`src/rtl/fetch_ctrl_pkg.sv`:
```
`default_nettype none
// ============================================================================
//  Module      : fetch_ctrl_pkg
//  Description : Shared constants for the fetch sequencer. The state
//                encodings, the sequential PC step and the default reset
//                vector are kept here so the CPU top level and benches agree.
//  Revision    : 1.0 - initial release
// ============================================================================
package fetch_ctrl_pkg;

    // Fetch sequencer state encodings (2 bits)
    localparam logic [1:0] c_ST_BOOT    = 2'd0;
    localparam logic [1:0] c_ST_FETCH   = 2'd1;
    localparam logic [1:0] c_ST_HOLD    = 2'd2;
    localparam logic [1:0] c_ST_DISCARD = 2'd3;

    // Sequential instruction stride and default boot address
    localparam logic [31:0] c_PC_STEP              = 32'd4;
    localparam logic [31:0] c_RESET_VECTOR_DEFAULT = 32'h0000_0000;

    // Force a redirect destination onto a word boundary
    function automatic logic [31:0] align_pc(input logic [31:0] addr);
        return addr & ~32'h0000_0003;
    endfunction

endpackage : fetch_ctrl_pkg
`default_nettype wire

```
`src/rtl/fetch_ctrl.sv`:
```
`default_nettype none
// ============================================================================
//  Module      : fetch_ctrl
//  Description : Fetch sequencer for the CPU front end. Chooses the value the
//                pc register loads each cycle (boot vector, PC+4, redirect
//                target or hold), runs the instruction-memory req/ack
//                handshake, presents fetched words to decode and discards
//                fetches made stale by a redirect.
//  Ports       : clk, reset            - clock, synchronous active-high reset
//                pc_in / pc_next       - pc register output / next value
//                imem_req/addr/ack/rdata - instruction memory handshake
//                instr_valid/instr/instr_pc/instr_ready - decode interface
//                redirect_valid/target - branch/jump/trap redirect pulse
//                misaligned_err        - pulse for a misaligned redirect
//  Revision    : 1.0 - initial release
// ============================================================================
module fetch_ctrl
    import fetch_ctrl_pkg::*;
#(
    parameter logic [31:0] RESET_VECTOR = c_RESET_VECTOR_DEFAULT
) (
    input  logic        clk,
    input  logic        reset,
    input  logic [31:0] pc_in,
    output logic [31:0] pc_next,
    output logic        imem_req,
    output logic [31:0] imem_addr,
    input  logic        imem_ack,
    input  logic [31:0] imem_rdata,
    output logic        instr_valid,
    output logic [31:0] instr,
    output logic [31:0] instr_pc,
    input  logic        instr_ready,
    input  logic        redirect_valid,
    input  logic [31:0] redirect_target,
    output logic        misaligned_err
);

    logic [1:0]  r_state;
    logic [1:0]  w_state_next;
    logic [31:0] r_instr;
    logic [31:0] r_instr_pc;
    logic [31:0] r_stale_addr;
    logic        r_misaligned_err;

    // Redirects are only honoured once the sequencer has left BOOT
    logic        w_redirect;
    logic [31:0] w_target;

    assign w_redirect = redirect_valid && (r_state != c_ST_BOOT);
    assign w_target   = align_pc(redirect_target);

    // ------------------------------------------------------------------
    // State and data registers
    // ------------------------------------------------------------------
    always_ff @(posedge clk) begin
        if (reset) begin
            r_state          <= c_ST_BOOT;
            r_instr          <= 32'd0;
            r_instr_pc       <= 32'd0;
            r_stale_addr     <= 32'd0;
            r_misaligned_err <= 1'b0;
        end else begin
            r_state          <= w_state_next;
            r_misaligned_err <= w_redirect && (redirect_target[1:0] != 2'b00);
            if (r_state == c_ST_FETCH) begin
                if (w_redirect) begin
                    // The in-flight request must still be retired; remember
                    // its address so it stays stable until the stale ack.
                    if (!imem_ack) begin
                        r_stale_addr <= pc_in;
                    end
                end else if (imem_ack) begin
                    r_instr    <= imem_rdata;
                    r_instr_pc <= pc_in;
                end
            end
        end
    end

    // ------------------------------------------------------------------
    // Next-state logic
    // ------------------------------------------------------------------
    always_comb begin
        w_state_next = r_state;
        case (r_state)
            c_ST_BOOT: begin
                w_state_next = c_ST_FETCH;
            end
            c_ST_FETCH: begin
                if (w_redirect) begin
                    w_state_next = imem_ack ? c_ST_FETCH : c_ST_DISCARD;
                end else if (imem_ack) begin
                    w_state_next = c_ST_HOLD;
                end
            end
            c_ST_HOLD: begin
                // A redirect flushes the held word; a coincident instr_ready
                // simply completes the handshake on the way out.
                if (w_redirect || instr_ready) begin
                    w_state_next = c_ST_FETCH;
                end
            end
            c_ST_DISCARD: begin
                if (imem_ack) begin
                    w_state_next = c_ST_FETCH;
                end
            end
            default: begin
                w_state_next = c_ST_BOOT;
            end
        endcase
    end

    // ------------------------------------------------------------------
    // Output logic: pc_next and memory request
    // ------------------------------------------------------------------
    always_comb begin
        pc_next     = pc_in;
        imem_req    = (r_state == c_ST_FETCH) || (r_state == c_ST_DISCARD);
        imem_addr   = (r_state == c_ST_DISCARD) ? r_stale_addr : pc_in;
        instr_valid = (r_state == c_ST_HOLD);
        if (reset || (r_state == c_ST_BOOT)) begin
            pc_next = RESET_VECTOR;
        end else if (w_redirect) begin
            pc_next = w_target;
        end else if ((r_state == c_ST_FETCH) && imem_ack) begin
            pc_next = pc_in + c_PC_STEP;
        end
    end

    assign instr          = r_instr;
    assign instr_pc       = r_instr_pc;
    assign misaligned_err = r_misaligned_err;

endmodule : fetch_ctrl
`default_nettype wire

```
`config.mk`:
```
export PLATFORM = sky130hd
export DESIGN_NAME = fetch_ctrl
export DESIGN_NICKNAME = d
export VERILOG_FILES = /design/src/rtl/fetch_ctrl_pkg.sv /design/src/rtl/fetch_ctrl.sv
export SDC_FILE = /design/constraint.sdc
export NUM_CORES = 1
export LEC_CHECK = 0
export ABC_AREA = 1
export CAP_MARGIN = 20
export CORE_ASPECT_RATIO = 0.5
export CORE_MARGIN = 2
export CORE_UTILIZATION = 35
export DETAILED_ROUTE_END_ITERATION = 16
export DONT_BUFFER_PORTS = 1
export GPL_ROUTABILITY_DRIVEN = 1
export PLACE_DENSITY = 0.48
export SLEW_MARGIN = 20
export SYNTH_ARGS = -nofsm -noshare
export SYNTH_HDL_FRONTEND = slang
export SYNTH_SLANG_ARGS = --single-unit
```
`constraint.sdc`:
```
create_clock -name clk -period 2.4 [get_ports clk]
set_input_delay 0.48 -clock clk [delete_from_list [all_inputs] [get_ports clk]]
set_output_delay 0.48 -clock clk [all_outputs]
set_load 0.01 [all_outputs]
```
# Word-level counts from Yosys, hierarchy flattened
# Cells that the tools add are included.
[op_classes] add_sub_neg=1 n_eq_ne=6 mux=10 bitwise=2 n_reduce_logical=12
[op_table] op="$mux 32" count=4
[op_table] op="$add 32x3->32 const B" count=1
[op_table] op="$mux 2" count=5
[op_table] op="$reduce_and 3->1" count=3
[op_table] op="$pmux 2 s4" count=1
[op_table] op="$eq 2x2->1 const B" count=2
[op_table] op="$reduce_bool 2->1" count=2
[op_table] op="$logic_and 1x1->1" count=3
[op_table] op="$logic_or 1x1->1" count=3
[op_table] op="$ne 3x3->1 const B" count=1
[op_table] op="$eq 2x1->1 const B" count=1
[op_table] op="$logic_not 2->1" count=1
[op_table] op="$ne 2x1->1 const B" count=1
[op_table] op="$ne 2x2->1 const B" count=1
[op_table] op="$not 1->1" count=2
[totals] ff_bits=99 input_bits=101 out_inout_bits=131 word_cells=36

# Longest topological paths before layout
[logic_depth] ltp_word=5 depth_mapped=10 depth_no_buf=10

# Worst setup path after synthesis
# Ideal clock, no wire load.
[synth_timing] path_kind="input to output" from="input port pc_in[2]" to="output port pc_next[16]" arrival_time_ns=1.470 t_required_ns=1.920 path_slack_ns=0.450 path_stages=10 n_path_buf=0 path_cell_list="ha_1 > nand3_1 > inv_1 > nand3_1 > nor2_4 > nand2_1 > nand2_1 > nand2_1 > o21ai_1 > inv_1"
[synth_between] elab_chain_len=4
[synth_rtl] item="from (decl)" line="fetch_ctrl.sv:24" text="input logic [31:0] pc_in,"
[synth_rtl] item="$add 32x3->32" line="fetch_ctrl.sv:128" text="pc_next = pc_in + c_PC_STEP;"
[synth_rtl] item="$mux 32" line="fetch_ctrl.sv:127" text="end else if ((r_state == c_ST_FETCH) && imem_ack) begin"
[synth_rtl] item="$mux 32" line="fetch_ctrl.sv:125" text="end else if (w_redirect) begin"
[synth_rtl] item="$mux 32" line="fetch_ctrl.sv:123" text="if (reset || (r_state == c_ST_BOOT)) begin"
[synth_rtl] item="to (decl)" line="fetch_ctrl.sv:25" text="output logic [31:0] pc_next,"
# No other way between the ends.

# Worst setup path in the final report
[layout_timing] from="register r_state[1]" to="output port pc_next[27]"
[layout_between] elab_chain_len=5 elab_cells_between_ends=9 classes_between="eq/ne (1); mux (3); reduce/logical (5)"
[layout_rtl] item="from (decl)" line="fetch_ctrl.sv:39" text="logic [1:0] r_state;"
[layout_rtl] item="from (signal assigned)" line="fetch_ctrl.sv:58" text="r_state <= c_ST_BOOT;"
[layout_rtl] item="from (signal assigned)" line="fetch_ctrl.sv:64" text="r_state <= w_state_next;"
[layout_rtl] item="$eq 2x1->1" line="fetch_ctrl.sv:127"
[layout_rtl] item="$logic_and 1x1->1" line="fetch_ctrl.sv:127"
[layout_rtl] item="$mux 32" line="fetch_ctrl.sv:127"
[layout_rtl] item="$mux 32" line="fetch_ctrl.sv:125"
[layout_rtl] item="$mux 32 *" line="fetch_ctrl.sv:123"
# Mark *: on every way between the ends. The rest lies on a longest branch, timed or not.

==> summary.md <==
| Metric | Value |
|---|---|
| Status | finished, final reports clean |
| DRC violations left | 0 |
| Critical Path End | pc_next[27] |
| Yosys Warn Count | 0 |
| FP Rows | 31 |
| CTS HTree Levels | 3 |
| CP arrival | roughly 1.8 ns |
| Leak pwr | between 2 and 3 nW |
| Final Hold Fails | 0 |
| Avg Synthesized Cell Area | 6.58 sq um |
| Port bufs | 0 |
| Fin crit share | 96.2% |
| Crit Path Max Fanout | 6 |
| FF+latch area | between 0.0015 and 0.002 sq mm |
| Max-slew violation count | 0 |
| Initial Util | 35.7% |
| Slew headroom | 61.1% |
| Final wirelength | between 15000 and 20000 microns |
| Final non-filler cell total | around 990 |
| Final Skew | ~0.0094 ns |
| Power Density | ~710 mW/mm^2 |
| Routed vias/inst | 5.16 |
| Share of post-route cells with drive strength above 1 | between 10% and 20% |
| Vias | slightly above 5000 |
| Die area | around 0.016 sq mm |
| Synth Instances | between 700 and 800 |
| Area of the mapped netlist | between 0.005 and 0.006 sq mm |
| Global route overflow | 0 |
| Distinct cells, synth | 32 |
| FF-to-FF path depth | 8 |
| First-pass GRT wire length | about 27000 microns |
| Setup-failing EPs final | 0 |
| Core ar. | approximately 0.014 sq mm |
| Worst min path class | in -> reg |
| GRT Util Overall | a little over a fifth |
| Worst setup SP type | flip-flop |
| Synthesis-to-finish area growth | 14.1% |
| Critical Path Source | r_state[1] |
| Total CTS buffers | 9 |
| Most frequent cells in the layout | o21ai_0, nor2_1, nand2_1 |
| Final core utilization | between 40% and 50% |
| Slew @ Worst Pin | roughly 0.58 ns |
| RSZ-0062 raised after global routing | no |
| Clock root buffer | clkbuf_16 |
| CTS tree | done |
| Clk Latency, worst-skew pair | 0.35 ns |
| Initial antenna violation count | 1 |
| Sequential element share of the synthesized area | between 30% and 40% |
| Largest net degree at the start of global routing | slightly below 80 |
| WL/cell | about 18 microns |
| CTS Buffer Depth | 2 |
| Register-to-register setup slack | 0.80 ns |
| Fin nets | slightly below 900 |
| Setup TNS | 0 ns |
| Reg2reg end | r_stale_addr[15] |
| Commonest non-fill, non-tap cell in the layout | o21ai_0 |
| Clock sinks | 99 |
| Post-DP HPWL | 12600 microns |
| Max Freq | 433 MHz |
| R2r startpoint | r_state[0] |
| CP required | between 1.5 and 2 ns |
| Crit path capture type | output pin |
| Die Wd | around 180 microns |
| Multi-input gate area | 0.00262 sq mm |
| Post-layout power | between 0.004 and 0.005 W |
| Crit path time final | between 2 and 2.5 ns |
| Peak VDD IR | ~0.35 mV |
| Net Count, Synth | 886 |
| DRT iter0 DRCs | ~280 |
| Max-cap violations | 0 |
| Cells after DPL | between 900 and 1000 |
| Die Height | around 90 microns |
| Placer Congestion | 0.886 |
| Yosys top cell area share | about two fifths |
| Worst-path clk slew | about 0.08 ns |
| FF+latch count, synth | between 90 and 100 |
| Drt first pass iters | 5 |
| Synth top area cells | dfxtp_1, o21ai_0, nor2_1, nand2_1, a21oi_1 |
| Vias in the first global route | approximately 4700 |
| I/O pin count | around 230 |
| Fillcell total | ~1600 |
| Antenna violation net count after detailed routing | 0 |
| Largest area contributor in the netlist | dfxtp_1 |
| Setup CP Type | reg -> out |
## per-layer routing
| layer | global-route usage (%) | wire [microns] |
|---|---|---|
| met4 | 4.55 | 150 |
| met1 | 29.5 | 8190 |
| met5 | 0 | 0 |
| met2 | 34.0 | 7930 |
| met3 | 6.77 | 1440 |
## cell type report
cell class | instances | share of cell area, %
clock buffers | 9 | 3.83
well taps | 198 | 4.21
flip-flops and latches | 99 | 33.7
clock inverters | 7 | 1.74
repair buffers | 38 | 6.08
inverters | 88 | 5.83
diodes | 1 | 0.0425
multi-input cells | 552 | 44.6
## state kept, by name, summed over array words and instances, names as in the netlist
register	cells
instr	32
instr_pc	32
r_stale_addr	32
r_state	2
misaligned_err	1
## repair_timing
item                       CTS  global route
resized for setup            2             8
setup buffers                2             4
cloned                       0             2
pin swaps                    1             3
setup endpoints to repair    7            23
hold buffers                 0             0
## Yosys cell counts
cell and instances:
nand3_4 1, a21oi_4 1, nand3b_1 1, nand2_1 118, o21ai_1 3, nor4_1 1, nor3_1 6, a21oi_2 1
clkinv_1 1, buf_6 2, a21oi_1 63, inv_1 81, buf_2 15, buf_4 8, nand3_2 1, o21bai_1 2
nand2_2 2, nor2_2 4, a211oi_1 3, a31oi_1 1, nand4_1 8, ha_1 1, o21ai_0 141, nand3_1 44
nor2_1 129, clkbuf_1 20, dfxtp_1 99, o211ai_1 12, nand2_4 1, o22ai_1 1, inv_2 6, nor2_4 7
## where the power goes
part	switching [W]	total (W)	internal, W
registers	0.0000989	0.00185	0.00175
logic	0.000465	0.000693	0.000227
clock network	0.000756	0.00161	0.000851
## worst max-delay path, cell delays in order, from the launching register on
cell and delay [ns]:
dfxtp_2 0.35, inv_4 0.07, nand3_4 0.13, nor2_4 0.17, nand2_2 0.09, nor2_4 0.21
nand3_1 0.10, nand2_1 0.07, nand3_1 0.13, nand2_1 0.10, inv_1 0.07
## worst min-delay path by stage
stage          depth (start not counted)       startpoint  slack [ns]         endpoint
2_1_floorplan                          2  r_stale_addr[3]        0.47  r_stale_addr[3]
3_3_place_gp                           2  r_stale_addr[3]        0.49  r_stale_addr[3]
3_5_place_dp                           2  r_stale_addr[4]        0.50  r_stale_addr[4]
4_1_cts                                1            reset        0.17      instr_pc[1]
5_1_grt                                1            reset        0.17      instr_pc[1]
6_report                               1            reset        0.19      instr_pc[1]
## logic make-up after synthesis
| group | synth area share (%) |
|---|---|
| and+or+nand+nor | 27.1 |
| adders and majority gates | 0.243 |
| buffers and inverters | 10.9 |
| DFF | 38.4 |
| AOI/OAI and AO/OA | 23.3 |
## per-stage QoR
stage               hold slack [ns]  setup slack (ns)  cell area [sq um]
floorplan                     0.475             0.450               5150
global placement              0.494             0.239               5420
detailed placement            0.505             0.166               5420
CTS                           0.173            0.0337               5770
global route                  0.168           0.00181               5880
finish                        0.188            0.0909               5880
Note: power is estimated with default switching activity, not from simulation.
